`config.mk`:
```
export PLATFORM = sky130hd
export DESIGN_NAME = fnd_scan_ctrl
export DESIGN_NICKNAME = d
export VERILOG_FILES = /design/src/rtl/fnd_pkg.sv /design/src/rtl/fnd_bin2bcd_seq.sv /design/src/rtl/fnd_scan_ctrl.sv
export SDC_FILE = /design/constraint.sdc
export NUM_CORES = 1
export LEC_CHECK = 0
export CORE_UTILIZATION = 56
export CTS_CLUSTER_DIAMETER = 50
export DETAILED_ROUTE_END_ITERATION = 10
export PLACE_DENSITY = 0.81
export SYNTH_ARGS = -nofsm -noshare
export SYNTH_HDL_FRONTEND = slang
export SYNTH_SLANG_ARGS = --single-unit
export TNS_END_PERCENT = 30
```
`constraint.sdc`:
```
create_clock -name i_clk -period 2.7 [get_ports i_clk]
set_input_delay 0.27 -clock i_clk [delete_from_list [all_inputs] [get_ports i_clk]]
set_output_delay 0.27 -clock i_clk [all_outputs]
set_load 0.02 [all_outputs]
```
`src/rtl/fnd_pkg.sv`:
```
`default_nettype none
// ============================================================================
// Module  : fnd_pkg
// Brief   : Shared types, limits and the double-dabble helper for the FND path.
// Revision: 1.0  initial release
// ============================================================================
package fnd_pkg;

    typedef enum logic [1:0] {
        ST_IDLE  = 2'd0,
        ST_SHIFT = 2'd1,
        ST_DONE  = 2'd2
    } conv_state_e;

    localparam int FND_DIGITS = 4;
    localparam int FND_MAX    = 9999;
    localparam int BCD_W      = 4;
    localparam int BCD_VEC_W  = FND_DIGITS * BCD_W;

    // Add 3 to every BCD digit that is 5 or more, ahead of the next left shift.
    function automatic logic [BCD_VEC_W-1:0] dd_adjust(input logic [BCD_VEC_W-1:0] bcd);
        logic [BCD_VEC_W-1:0] r;
        r = bcd;
        for (int k = 0; k < FND_DIGITS; k++) begin
            if (r[k*BCD_W +: BCD_W] >= 4'd5) begin
                r[k*BCD_W +: BCD_W] = r[k*BCD_W +: BCD_W] + 4'd3;
            end
        end
        return r;
    endfunction

endpackage
`default_nettype wire

```
`src/rtl/fnd_bin2bcd_seq.sv`:
```
`default_nettype none
// ============================================================================
// Module  : bin2bcd_seq
// Brief   : Saturating capture plus one-bit-per-clock double-dabble conversion.
// Revision: 1.0  initial release
// ============================================================================
module bin2bcd_seq
    import fnd_pkg::*;
#(
    parameter int DATA_W = 14
) (
    input  logic                 clk_i,
    input  logic                 reset_n_i,
    input  logic [DATA_W-1:0]    value_i,
    input  logic                 load_i,
    output logic                 busy_o,
    output logic                 done_o,
    output logic                 ovf_o,
    output logic [BCD_VEC_W-1:0] bcd_o
);

    localparam int STEP_W = $clog2(DATA_W + 1);

    conv_state_e            state_q, state_d;
    logic [DATA_W-1:0]      bin_q, bin_d;
    logic [BCD_VEC_W-1:0]   bcd_q, bcd_d;
    logic [STEP_W-1:0]      cnt_q, cnt_d;
    logic                   ovf_q, ovf_d;
    logic                   w_sat;
    logic [BCD_VEC_W-1:0]   w_adj;

    assign w_sat = (32'(value_i) > 32'(FND_MAX));
    assign w_adj = dd_adjust(bcd_q);

    always_ff @(posedge clk_i) begin
        if (!reset_n_i) begin
            state_q <= ST_IDLE;
            bin_q   <= '0;
            bcd_q   <= '0;
            cnt_q   <= '0;
            ovf_q   <= 1'b0;
        end else begin
            state_q <= state_d;
            bin_q   <= bin_d;
            bcd_q   <= bcd_d;
            cnt_q   <= cnt_d;
            ovf_q   <= ovf_d;
        end
    end

    always_comb begin
        state_d = state_q;
        bin_d   = bin_q;
        bcd_d   = bcd_q;
        cnt_d   = cnt_q;
        ovf_d   = ovf_q;
        case (state_q)
            ST_IDLE: begin
                if (load_i) begin
                    bin_d   = w_sat ? DATA_W'(FND_MAX) : value_i;
                    ovf_d   = w_sat;
                    bcd_d   = '0;
                    cnt_d   = '0;
                    state_d = ST_SHIFT;
                end
            end
            ST_SHIFT: begin
                bcd_d = {w_adj[BCD_VEC_W-2:0], bin_q[DATA_W-1]};
                bin_d = bin_q << 1;
                cnt_d = cnt_q + 1'b1;
                if (cnt_q == STEP_W'(DATA_W - 1)) begin
                    state_d = ST_DONE;
                end
            end
            ST_DONE: begin
                state_d = ST_IDLE;
            end
            default: begin
                state_d = ST_IDLE;
            end
        endcase
    end

    assign busy_o = (state_q != ST_IDLE);
    assign done_o = (state_q == ST_DONE);
    assign ovf_o  = ovf_q;
    assign bcd_o  = bcd_q;

endmodule
`default_nettype wire

```
`src/rtl/fnd_scan_ctrl.sv`:
```
`default_nettype none
// ============================================================================
// Module  : fnd_scan_ctrl
// Brief   : Binary->BCD conversion and 4-digit refresh scan for the FND decoder.
//           Optional leading-zero blanking when FND_LZ_BLANK_EN is defined.
// Revision: 1.0  initial release
// ============================================================================
module fnd_scan_ctrl
    import fnd_pkg::*;
#(
    parameter int CLK_HZ  = 100_000_000,
    parameter int SCAN_HZ = 1_000,
    parameter int DATA_W  = 14
) (
    input  logic              i_clk,
    input  logic              i_reset_n,
    input  logic [DATA_W-1:0] i_value,
    input  logic              i_load,
    input  logic              i_en,
    output logic              o_busy,
    output logic              o_ovf,
    output logic [1:0]        o_DigitSelect,
    output logic [BCD_W-1:0]  o_bcd,
    output logic              o_en,
    output logic              o_blank
);

    localparam int P    = CLK_HZ / SCAN_HZ;
    localparam int PS_W = (P > 1) ? $clog2(P) : 1;

    logic [PS_W-1:0]      ps_q, ps_d;
    logic [1:0]           sel_q, sel_d;
    logic [BCD_VEC_W-1:0] disp_q, disp_d;
    logic                 w_tick;
    logic                 w_done;
    logic [BCD_VEC_W-1:0] w_conv_bcd;
    logic                 w_blank;

    bin2bcd_seq #(
        .DATA_W (DATA_W)
    ) u_conv (
        .clk_i     (i_clk),
        .reset_n_i (i_reset_n),
        .value_i   (i_value),
        .load_i    (i_load),
        .busy_o    (o_busy),
        .done_o    (w_done),
        .ovf_o     (o_ovf),
        .bcd_o     (w_conv_bcd)
    );

    assign w_tick = (ps_q == PS_W'(P - 1));

    always_comb begin
        ps_d   = w_tick ? '0 : ps_q + 1'b1;
        sel_d  = w_tick ? sel_q + 2'd1 : sel_q;
        disp_d = w_done ? w_conv_bcd : disp_q;
    end

    always_ff @(posedge i_clk) begin
        if (!i_reset_n) begin
            ps_q   <= '0;
            sel_q  <= 2'd0;
            disp_q <= '0;
        end else begin
            ps_q   <= ps_d;
            sel_q  <= sel_d;
            disp_q <= disp_d;
        end
    end

`ifdef FND_LZ_BLANK_EN
    // A digit is blank when it and every more-significant digit are zero.
    logic [FND_DIGITS-1:0] w_upper_zero;
    for (genvar k = 0; k < FND_DIGITS; k++) begin : g_lz
        assign w_upper_zero[k] = (disp_q[BCD_VEC_W-1:k*BCD_W] == '0);
    end
    assign w_blank = (sel_q != 2'd0) && w_upper_zero[sel_q];
`else
    assign w_blank = 1'b0;
`endif

    assign o_DigitSelect = sel_q;
    assign o_bcd         = disp_q[{sel_q, 2'b00} +: BCD_W];
    assign o_blank       = w_blank;
    assign o_en          = i_en & ~w_blank;

endmodule
`default_nettype wire

```
==> results of run 1 <==
## layout make-up
cell class	count	area (um^2)
well taps	75	93.8
inverters	13	48.8
repair buffers	29	278
clock inverters	4	52.6
clock buffers	12	155
flip-flops and latches	72	1440
multi-input cells	285	1850
fillers	490	2010
## Yosys cell counts, types with 2 or more instances
cell / n / area share
a21oi_1: 7 / 0.010
nor2b_1: 6 / 0.011
nand3_1: 18 / 0.026
and4_1: 5 / 0.013
dfxtp_1: 72 / 0.42
mux2_2: 4 / 0.013
o2bb2ai_1: 4 / 0.010
a221oi_1: 3 / 0.0076
clkbuf_1: 10 / 0.011
a222oi_1: 2 / 0.0058
nand2b_1: 8 / 0.014
ha_1: 11 / 0.040
o21a_1: 2 / 0.0043
xnor2_1: 6 / 0.015
and2_1: 11 / 0.020
buf_4: 5 / 0.011
o21ai_0: 24 / 0.035
nor3_1: 5 / 0.0072
inv_1: 13 / 0.014
a22oi_1: 3 / 0.0065
a21boi_0: 24 / 0.052
xor2_1: 16 / 0.041
and3_1: 3 / 0.0054
nand2_1: 69 / 0.075
mux4_2: 4 / 0.026
buf_2: 9 / 0.013
nand4_1: 7 / 0.013
a21o_1: 3 / 0.0065
nor2_1: 17 / 0.018
a21boi_1: 2 / 0.0043
o31ai_1: 4 / 0.0087
## sequential cells by signal (all words and copies together), names as in the netlist
register        count
u_conv.bin_q       14
u_conv.bcd_o       16
u_conv.ovf_o        1
o_DigitSelect       2
u_conv.cnt_q        4
disp_q             16
u_conv.state_q      2
ps_q               17
## per-stage QoR
step	utilization	area, um^2
6_report	0.661	3920
2_1_floorplan	-	3460
3_3_place_gp	0.626	3710
4_1_cts	0.661	3920
3_5_place_dp	0.626	3710
5_1_grt	0.661	3920
## power by group
| group | total (mW) | leakage, nW | internal, mW | switching [mW] |
|---|---|---|---|---|
| clock | 0.870 | 0.0948 | 0.477 | 0.393 |
| sequential | 1.10 | 0.583 | 1.09 | 0.0181 |
| combinational | 0.149 | 0.746 | 0.0669 | 0.0822 |
## final timing paths
check,from,end,slack (ps),depth (start not counted)
hold / removal,u_conv.bin_q[1]$_SDFFE_PN0P_,u_conv.bin_q[1]$_SDFFE_PN0P_,460,1
setup reg to reg,ps_q[0]$_SDFF_PP0_,ps_q[16]$_SDFF_PP0_,720,5
hold reg to reg,u_conv.bin_q[1]$_SDFFE_PN0P_,u_conv.bin_q[1]$_SDFFE_PN0P_,460,1
setup / recovery,o_DigitSelect[1]$_SDFFE_PN0N_,o_bcd[3],470,2
## routing by layer
metal  track usage  share of wire  up-vias
met5             0              0        -
met4        0.0893          0.013        0
met3        0.0568          0.042        9
met2         0.375           0.47       71
met1         0.284           0.48     1296
li1              -              -     1391
## cell families after synthesis
logic type      synth area share
mux                       0.0420
other cells              0.00109
fa+ha+maj                 0.0398
xor+xnor                  0.0558
buf+inv                   0.0489
flops                      0.417
compound gates             0.163
simple gates               0.232
## worst register-to-register path, stage by stage, from the launching register on
cell	delay, ps
dfxtp_1	390
ha_1	220
and4_1	360
nand4_2	220
nand2_1	460
o21ba_2	230
==> reports/metrics.yaml, run 1 <==
status:
  status: "finished clean"
floorplan:
  die_h_um: 80.6
  initial_core_util: 0.584
  die_w_um: 80.6
  io-pin-count: 28
  coreArea_mm2: 0.00592
  die_area_mm2: 0.00649
  rows: 28
timing:
  timing.final.ws_setup_ps: 472
  slew_headroom: 0.516
  hold_ws_ps: 458
  hold_viol: 0
  worst_pin_slew_ps: 726
  finalCritPeriodShare: 0.825
  min_period_ps: 2230
  fin_setup_tns_ps: 0
  clock_skew_ps: 8.55
  fmax_mhz: 449
  slew_violations: 0
  rsz0062_at_grt: "no"
  setup_viol: 0
yosys:
  synth_cell_types: 48
  syn-cell-area_mm2: 0.00346
  synth_area_per_cell_um2: 8.77
  synth_edf_count: 0
  synthArstFlopShare: 0
  synth_seq_cells: 72
  syn-num-nets: 423
  syn-instance-count: 394
  ys_warn_count: 0
  ys_seq_area_frac: 0.417
  dominantRegCellSynth: "dfxtp_1"
setup_path:
  critical_path_arrival_ps: 1960
  worstSetupPathType: "reg -> out"
  crit_path_top_delay_cell: "mux4_2"
  critPathCaptureType: "output pin"
  startpoint_type: "flip-flop"
  crit_family: "multiplexers"
  cp_max_fo: 7
  critPathBufInv: 1
  slowest_delay_ps: 550
  required_ps: 2430
  worstPathCellList: "mux4_2, clkdlybuf4s50_1"
drt:
  via_count: 2767
  finalWirelength_um: 6860
  drc_errors: 0
  routedWlPerCell_um: 14.0
  viasPerCell: 5.65
  drt-initial-drc-count: 171
  first_pass_iters: 5
  ant_nets: 0
global_routing:
  grt_pass1_vias: 2606
  grt_max_degree: 24
  grt_pass1_wl_um: 11400
  antenna_found_initial: 0
  grt-ovfl-total: 0
  grt_usage: 0.228
pwr:
  irDropWorstVdd_mv: 0.325
  p_per_area_mw_per_mm2: 542
  p_total_mw: 2.12
  p_leak_nw: 1.42
final_layout:
  drive_above_1_share: 0.0940
  layout_commonest_cell: "dfxtp_1"
  layout_common_cells: "dfxtp_1 (72), nand2_1 (69), a21boi_0 (24), o21ai_0 (24), clkdlybuf4s50_1 (24)"
  fin_cells: 490
  syn_to_final_growth_pct: 13.3
  diodes: 0
  nets: 439
placement:
  gp_congestion: 0.818
  place_inst: 474
  dp_hpwl_um: 4800
  pre_cts_ws_ps: 693
  port-buffer-count: 24
clock_network:
  cts_buffer_depth: 2
  cts_num_sinks: 72
  cts_made_buffers: 9
  ctsResizeCount: 0
  cts_root_buf: "clkbuf_8"
  clkTransAtPathRegs_ps: 70
  htreeDepth: 3
  clkLatencyLatePin_ps: 350
  hold_buffers: 0
  cts_tree: "built"
  cts_setup_buffers: 0
flow_run:
  maxCapViolCount: 0
min_path:
  min_path_type: "reg -> reg"
Note: power is estimated with default switching activity, not from simulation.
==> run 2, diff against run 1 <==
CORE_UTILIZATION = 52   (was 56)
PLACE_DENSITY = 0.79   (was 0.81)
clock period = 1.89 ns   (was 2.7 ns; I/O delays follow)
==> run 2 against run 1 <==
  * Register-to-register slack got worse by 490 ps
  * Setup slack got worse by 390 ps
  * Final cell count rose by 2.0%
  * Sequential cell count did not move
  * First-iteration DRC count fell by 4.1%
  * Core utilization fell by 3.1 points
  * Design area rose by 2.8%
  * Sequential share of layout area fell by 0.88 points
  * Hold slack got worse by 80 ps
  * Highest routed layer unchanged
  * Largest power group unchanged
  * Critical endpoint is now o_busy
  * Count of clock-buffer cells in the layout fell by 2
  * Clock power rose by 57%
  * Critical path type unchanged
  * Clock skew barely moved
==> reports/metrics.yaml, run 2 (same netlist as run 1, synthesis figures left out) <==
timing:
  hold_viol: 0  # unchanged
  timing.final.ws_setup_ps: 86.4  # -385 ps
  clock_skew_ps: 8.22  # -0.336 ps
  hold_ws_ps: 378  # -80.4 ps
  worst_pin_slew_ps: 600  # -126 ps
  slew_violations: 0  # unchanged
  fmax_mhz: 554
  setup_viol: 0  # unchanged
  finalCritPeriodShare: 0.954
  slew_headroom: 0.600  # +0.0841
  min_period_ps: 1800
  rsz0062_at_grt: "no"
flow_run:
  maxCapViolCount: 0  # unchanged
final_layout:
  drive_above_1_share: 0.118  # +0.0242
  top_register: "ps_q"
  syn_to_final_growth_pct: 16.5
  diodes: 0  # unchanged
  nets: 447  # +1.8%
  largest_reg_flops: 17  # unchanged
  layout_commonest_cell: "dfxtp_1"
  fill_cells: 565  # +15%
  layout_common_cells: "dfxtp_1 (70), nand2_1 (69), a21boi_0 (24), o21ai_0 (24), clkdlybuf4s50_1 (20)"
clock_network:
  ctsResizeCount: 5  # +5
  cts_num_sinks: 72  # unchanged
  cts_setup_buffers: 0  # unchanged
  cts_buffer_depth: 2  # unchanged
  htreeDepth: 3  # unchanged
  cts_root_buf: "clkbuf_8"
  clkLatencyLatePin_ps: 350  # about the same
  clkTransAtPathRegs_ps: 80  # about the same
  hold_buffers: 0  # unchanged
  cts_made_buffers: 9  # unchanged
  cts_tree: "built"
drt:
  routedWlPerCell_um: 13.6  # -2.6%
  ant_nets: 0  # unchanged
  first_pass_iters: 4  # -1
  drt-initial-drc-count: 164  # -4.1%
  via_count: 2806  # +1.4%
  drc_errors: 0  # unchanged
  finalWirelength_um: 6820  # -0.57%
  viasPerCell: 5.61  # -0.62%
setup_path:
  crit_family: "buffers and inverters"
  crit_path_top_delay_cell: "clkdlybuf4s50_1"
  worstPathCellList: "or2_2, clkdlybuf4s50_1"
  startpoint_type: "flip-flop"
  cp_max_fo: 9  # +2
  r2r_slack_ps: 230  # -490 ps
  critPathBufInv: 1  # unchanged
  worstSetupPathType: "reg -> out"
  required_ps: 1700  # -730 ps
  critical_path_arrival_ps: 1610  # -350 ps
  slowest_delay_ps: 550  # about the same
  critPathCaptureType: "output pin"
placement:
  pre_cts_ws_ps: -35.2  # -728 ps
  gp_congestion: 0.830  # +1.5%
  dp_hpwl_um: 4950  # +3.2%
  port-buffer-count: 24  # unchanged
pwr:
  p_sw_uw: 734  # +49%
  sequentialPowerShare: 0.496  # -0.024
  p_sw_frac: 0.231  # -0.00114
  intPower_mw: 2.44  # +50%
  p_leak_nw: 1.51  # +5.8%
  irDropWorstVdd_mv: 0.729  # +120%
  p_per_area_mw_per_mm2: 788  # +45%
  comb_power_share: 0.072  # +0.002
  p_total_mw: 3.17  # +49%
  p_clk_frac: 0.432  # +0.022
floorplan:
  rows: 29  # +3.6%
  die_area_mm2: 0.00698  # +7.5%
  coreArea_mm2: 0.00639  # +7.9%
  die_h_um: 83.5  # +3.7%
  die_w_um: 83.5  # +3.7%
  io-pin-count: 28  # unchanged
  initial_core_util: 0.541  # -0.0425
global_routing:
  antenna_found_initial: 0  # unchanged
  grt-ovfl-total: 0  # unchanged
  grt_max_degree: 28  # +17%
  grt_pass1_vias: 2586  # -0.77%
  grt_usage: 0.211  # -0.0175
  grt_pass1_wl_um: 12000  # +4.8%
status:
  status: "finished clean"
min_path:
  min_path_type: "in -> out"
[run 2: cell types whose count changed in the layout (fill, tap and decap cells not counted), sizes merged]
cell / previous run / this run
bufinv: 1 / 2
dlygate4sd2: 0 / 4
clkinv: 0 / 2
clkbuf: 12 / 10
clkinvlp: 3 / 2
buf: 5 / 13
clkdlybuf4s50: 24 / 20
[run 2: cell type report]
type / instances / area [um^2] / area share
well taps: 77 / 96.3 / 0.0239
inverters: 13 / 48.8 / 0.0121
clock inverters: 6 / 92.6 / 0.0230
flip-flops and latches: 72 / 1450 / 0.359
repair buffers: 37 / 358 / 0.0889
multi-input cells: 285 / 1850 / 0.459
clock buffers: 10 / 138 / 0.0342
[run 2: power by group through the flow]
| stage | clock (mW) | combinational [mW] | sequential, mW |
|---|---|---|---|
| 2_1_floorplan | 0 | 0.144 | 1.60 |
| 3_3_place_gp | 0 | 0.223 | 1.61 |
| 3_5_place_dp | 0 | 0.228 | 1.61 |
| 4_1_cts | 1.40 | 0.229 | 1.58 |
| 5_1_grt | 1.48 | 0.254 | 1.58 |
| 6_report | 1.37 | 0.228 | 1.57 |
[run 2: per-stage QoR]
step | std cells | TNS [ps] | utilization | cell area [um^2]
3_5_place_dp | 484 | -93.7 | 0.594 | 3790
2_1_floorplan | 394 | 0 | - | 3460
5_1_grt | 500 | 0 | 0.630 | 4030
3_3_place_gp | 484 | -65.5 | 0.594 | 3790
6_report | 500 | 0 | 0.630 | 4030
4_1_cts | 500 | 0 | 0.630 | 4020
[run 2: worst register-to-register path: stages (launching register included)]
cell,delay [ps]
dfxtp_1,390
inv_1,100
ha_1,170
nand2b_1,130
a21oi_1,300
mux2_2,370
o21ai_0,140
[run 2: final timing paths]
path | from | end | depth (start not counted)
worst min register to register | disp_q[9]$_SDFFE_PN0N_ | disp_q[9]$_SDFFE_PN0N_ | 2
worst min-delay path | i_en | o_en | 0
worst max-delay path | u_conv.state_q[1]$_SDFFE_PN0P_ | o_busy | 2
worst max register to register | u_conv.bcd_o[1]$_SDFFE_PN0P_ | u_conv.bcd_o[2]$_SDFFE_PN0P_ | 6
[run 2: metal layers]
| metal | up-vias | global-route usage | share of wire |
|---|---|---|---|
| li1 | 1407 | - | - |
| met1 | 1331 | 0.268 | 0.46 |
| met2 | 60 | 0.349 | 0.49 |
| met3 | 8 | 0.0653 | 0.038 |
| met4 | 0 | 0.0539 | 0.013 |
| met5 | - | 0 | 0 |
==> run 3, diff against run 2 <==
==> constraint.sdc (replaced) <==
create_clock -name i_clk -period 1.89 [get_ports i_clk]
set_input_delay 0.378 -clock i_clk [delete_from_list [all_inputs] [get_ports i_clk]]
set_output_delay 0.378 -clock i_clk [all_outputs]
set_load 0.02 [all_outputs]
==> run 3 against run 2 <==
  * Non-clock buffer count is 6 higher
  * Routed wire length decreased by 0.34%
  * Clock skew decreased by 0.82 ps
  * Sequential share of layout area is 0.058 points higher
  * Count of clock-buffer cells in the layout up 1
  * Combinational power rose by 4%
==> reports/metrics.yaml, run 3 (same netlist as run 1, synthesis figures left out) <==
drt:
  drc_errors: 0  # unchanged
  first_pass_iters: 6  # +2
  via_count: 2776  # -1.1%
  ant_nets: 0  # unchanged
  routedWlPerCell_um: 13.4  # -1.5%
  finalWirelength_um: 6790  # -0.34%
  viasPerCell: 5.49  # -2.2%
  drt-initial-drc-count: 163  # -0.61%
setup_path:
  critPathCaptureType: "output pin"
  worstSetupPathType: "reg -> out"
  critical_path_arrival_ps: 1440  # -170 ps
  required_ps: 1510  # -190 ps
  startpoint_type: "flip-flop"
  cp_max_fo: 5  # -4
  crit_path_start: "o_DigitSelect[1]$_SDFFE_PN0N_"
  r2r_start: "u_conv.bcd_o[1]$_SDFFE_PN0P_"
timing:
  slew_violations: 0  # unchanged
  fmax_mhz: 551  # -0.61%
  clock_skew_ps: 7.39  # -0.824 ps
  timing.final.ws_setup_ps: 75.3  # -11.1 ps
  worst_pin_slew_ps: 623  # +23.4 ps
  min_period_ps: 1810  # +11.1 ps
  slew_headroom: 0.585  # -0.0156
  finalCritPeriodShare: 0.960  # +0.00588
  setup_viol: 0  # unchanged
  fin_setup_tns_ps: 0  # unchanged
  rsz0062_at_grt: "no"
  hold_viol: 0  # unchanged
pwr:
  p_clk_frac: 0.406  # -0.026
  irDropWorstVdd_mv: 0.544  # -25%
  p_per_area_mw_per_mm2: 759  # -3.7%
  p_sw_uw: 709  # -3.4%
  intPower_mw: 2.34  # -4.1%
  sequentialPowerShare: 0.516  # +0.020
  p_leak_nw: 1.52  # +0.92%
  p_total_mw: 3.05  # -3.9%
  p_sw_frac: 0.233  # +0.00135
  comb_power_share: 0.078  # +0.006
global_routing:
  grt_max_degree: 29  # +3.6%
  grt-ovfl-total: 0  # unchanged
  antenna_found_initial: 0  # unchanged
  grt_pass1_wl_um: 11900  # about the same
  grt_pass1_vias: 2711  # +4.8%
  grt_usage: 0.212  # +0.00150
final_layout:
  layout_commonest_cell: "dfxtp_1"
  layout_common_cells: "dfxtp_1 (71), nand2_1 (69), a21boi_0 (24), o21ai_0 (24)"
  final-seq-area_mm2: 0.00145  # about the same
  top_register: "ps_q"
  diodes: 0  # unchanged
  syn_to_final_growth_pct: 16.2
  fill_cells: 566  # +0.18%
  multi_input_area_mm2: 0.00185  # unchanged
  largest_reg_flops: 17  # unchanged
  drive_above_1_share: 0.138  # +0.0193
  nets: 453  # +1.3%
clock_network:
  cts_root_buf: "clkbuf_8"
  clkTransAtPathRegs_ps: 70  # about the same
  cts_made_buffers: 9  # unchanged
  htreeDepth: 3  # unchanged
  cts_tree: "built"
  cts_num_sinks: 72  # unchanged
  cts_buffer_depth: 2  # unchanged
  clkLatencyLatePin_ps: 340  # about the same
status:
  status: "finished clean"
floorplan:
  coreArea_mm2: 0.00639  # unchanged
  rows: 29  # unchanged
  initial_core_util: 0.541  # unchanged
  die_w_um: 83.5  # unchanged
  die_h_um: 83.5  # unchanged
  die_area_mm2: 0.00698  # unchanged
  io-pin-count: 28  # unchanged
placement:
  port-buffer-count: 24  # unchanged
  gp_congestion: 0.834  # +0.49%
  pre_cts_ws_ps: -246  # -211 ps
  dp_hpwl_um: 4970  # +0.35%
flow_run:
  maxCapViolCount: 0  # unchanged
min_path:
  min_from: "u_conv.bin_q[2]$_SDFFE_PN0P_"
  min_path_type: "reg -> reg"
-- run 3: cell types whose count changed in the layout (fill, tap and decap cells not counted), sizes merged --
| cell | delta |
|---|---|
| dlygate4sd2 | -2 |
| buf | +10 |
| bufinv | -1 |
| clkbuf | +1 |
| clkdlybuf4s50 | -2 |
-- run 3: critical path, stage by stage (launching register included) --
cell and delay (ps):
dfxtp_4 390, buf_4 120, clkdlybuf4s50_1 580
-- run 3: path summary, 6_finish.rpt --
path	to	slack, ps	cells after the start
setup / recovery	o_DigitSelect[1]	80	2
hold / removal	u_conv.bin_q[2]$_SDFFE_PN0P_	460	1
setup reg to reg	u_conv.bcd_o[2]$_SDFFE_PN0P_	220	6
hold reg to reg	u_conv.bin_q[2]$_SDFFE_PN0P_	460	1
-- run 3: layout make-up --
cell class,count,area share
multi-input cells,285,0.460
flip-flops and latches,72,0.360
repair buffers,43,0.0929
clock buffers,11,0.0377
well taps,77,0.0240
clock inverters,5,0.0137
inverters,13,0.0122
-- run 3: power groups by stage --
stage          sequential, mW  clock, mW  combinational (mW)
2_1_floorplan            1.60          0               0.144
3_3_place_gp             1.61          0               0.234
3_5_place_dp             1.61          0               0.238
4_1_cts                  1.57       1.26               0.239
5_1_grt                  1.57       1.33               0.264
6_report                 1.57       1.24               0.237
-- run 3: metrics by stage --
stage               hold slack [ps]   util  cells  instance area (um^2)
floorplan                       426      -    394                  3460
global placement                436  0.599    490                  3830
detailed placement              445  0.599    490                  3830
CTS                             461  0.633    506                  4040
global route                    476  0.629    506                  4020
finish                          460  0.629    506                  4020
-- run 3: layer usage --
layer | up-vias | part of all wire | track usage
li1 | 1411 | - | -
met1 | 1297 | 0.47 | 0.256
met2 | 54 | 0.48 | 0.367
met3 | 14 | 0.034 | 0.0554
met4 | 0 | 0.017 | 0.0740
met5 | - | 0 | 0
-- run 3: timing repair --
action                     4_1_cts  5_1_grt
hold buffers                     0        0
setup buffers                    0        0
gates resized for setup         16        4
setup endpoints to repair        7        4
cloned                           0        0
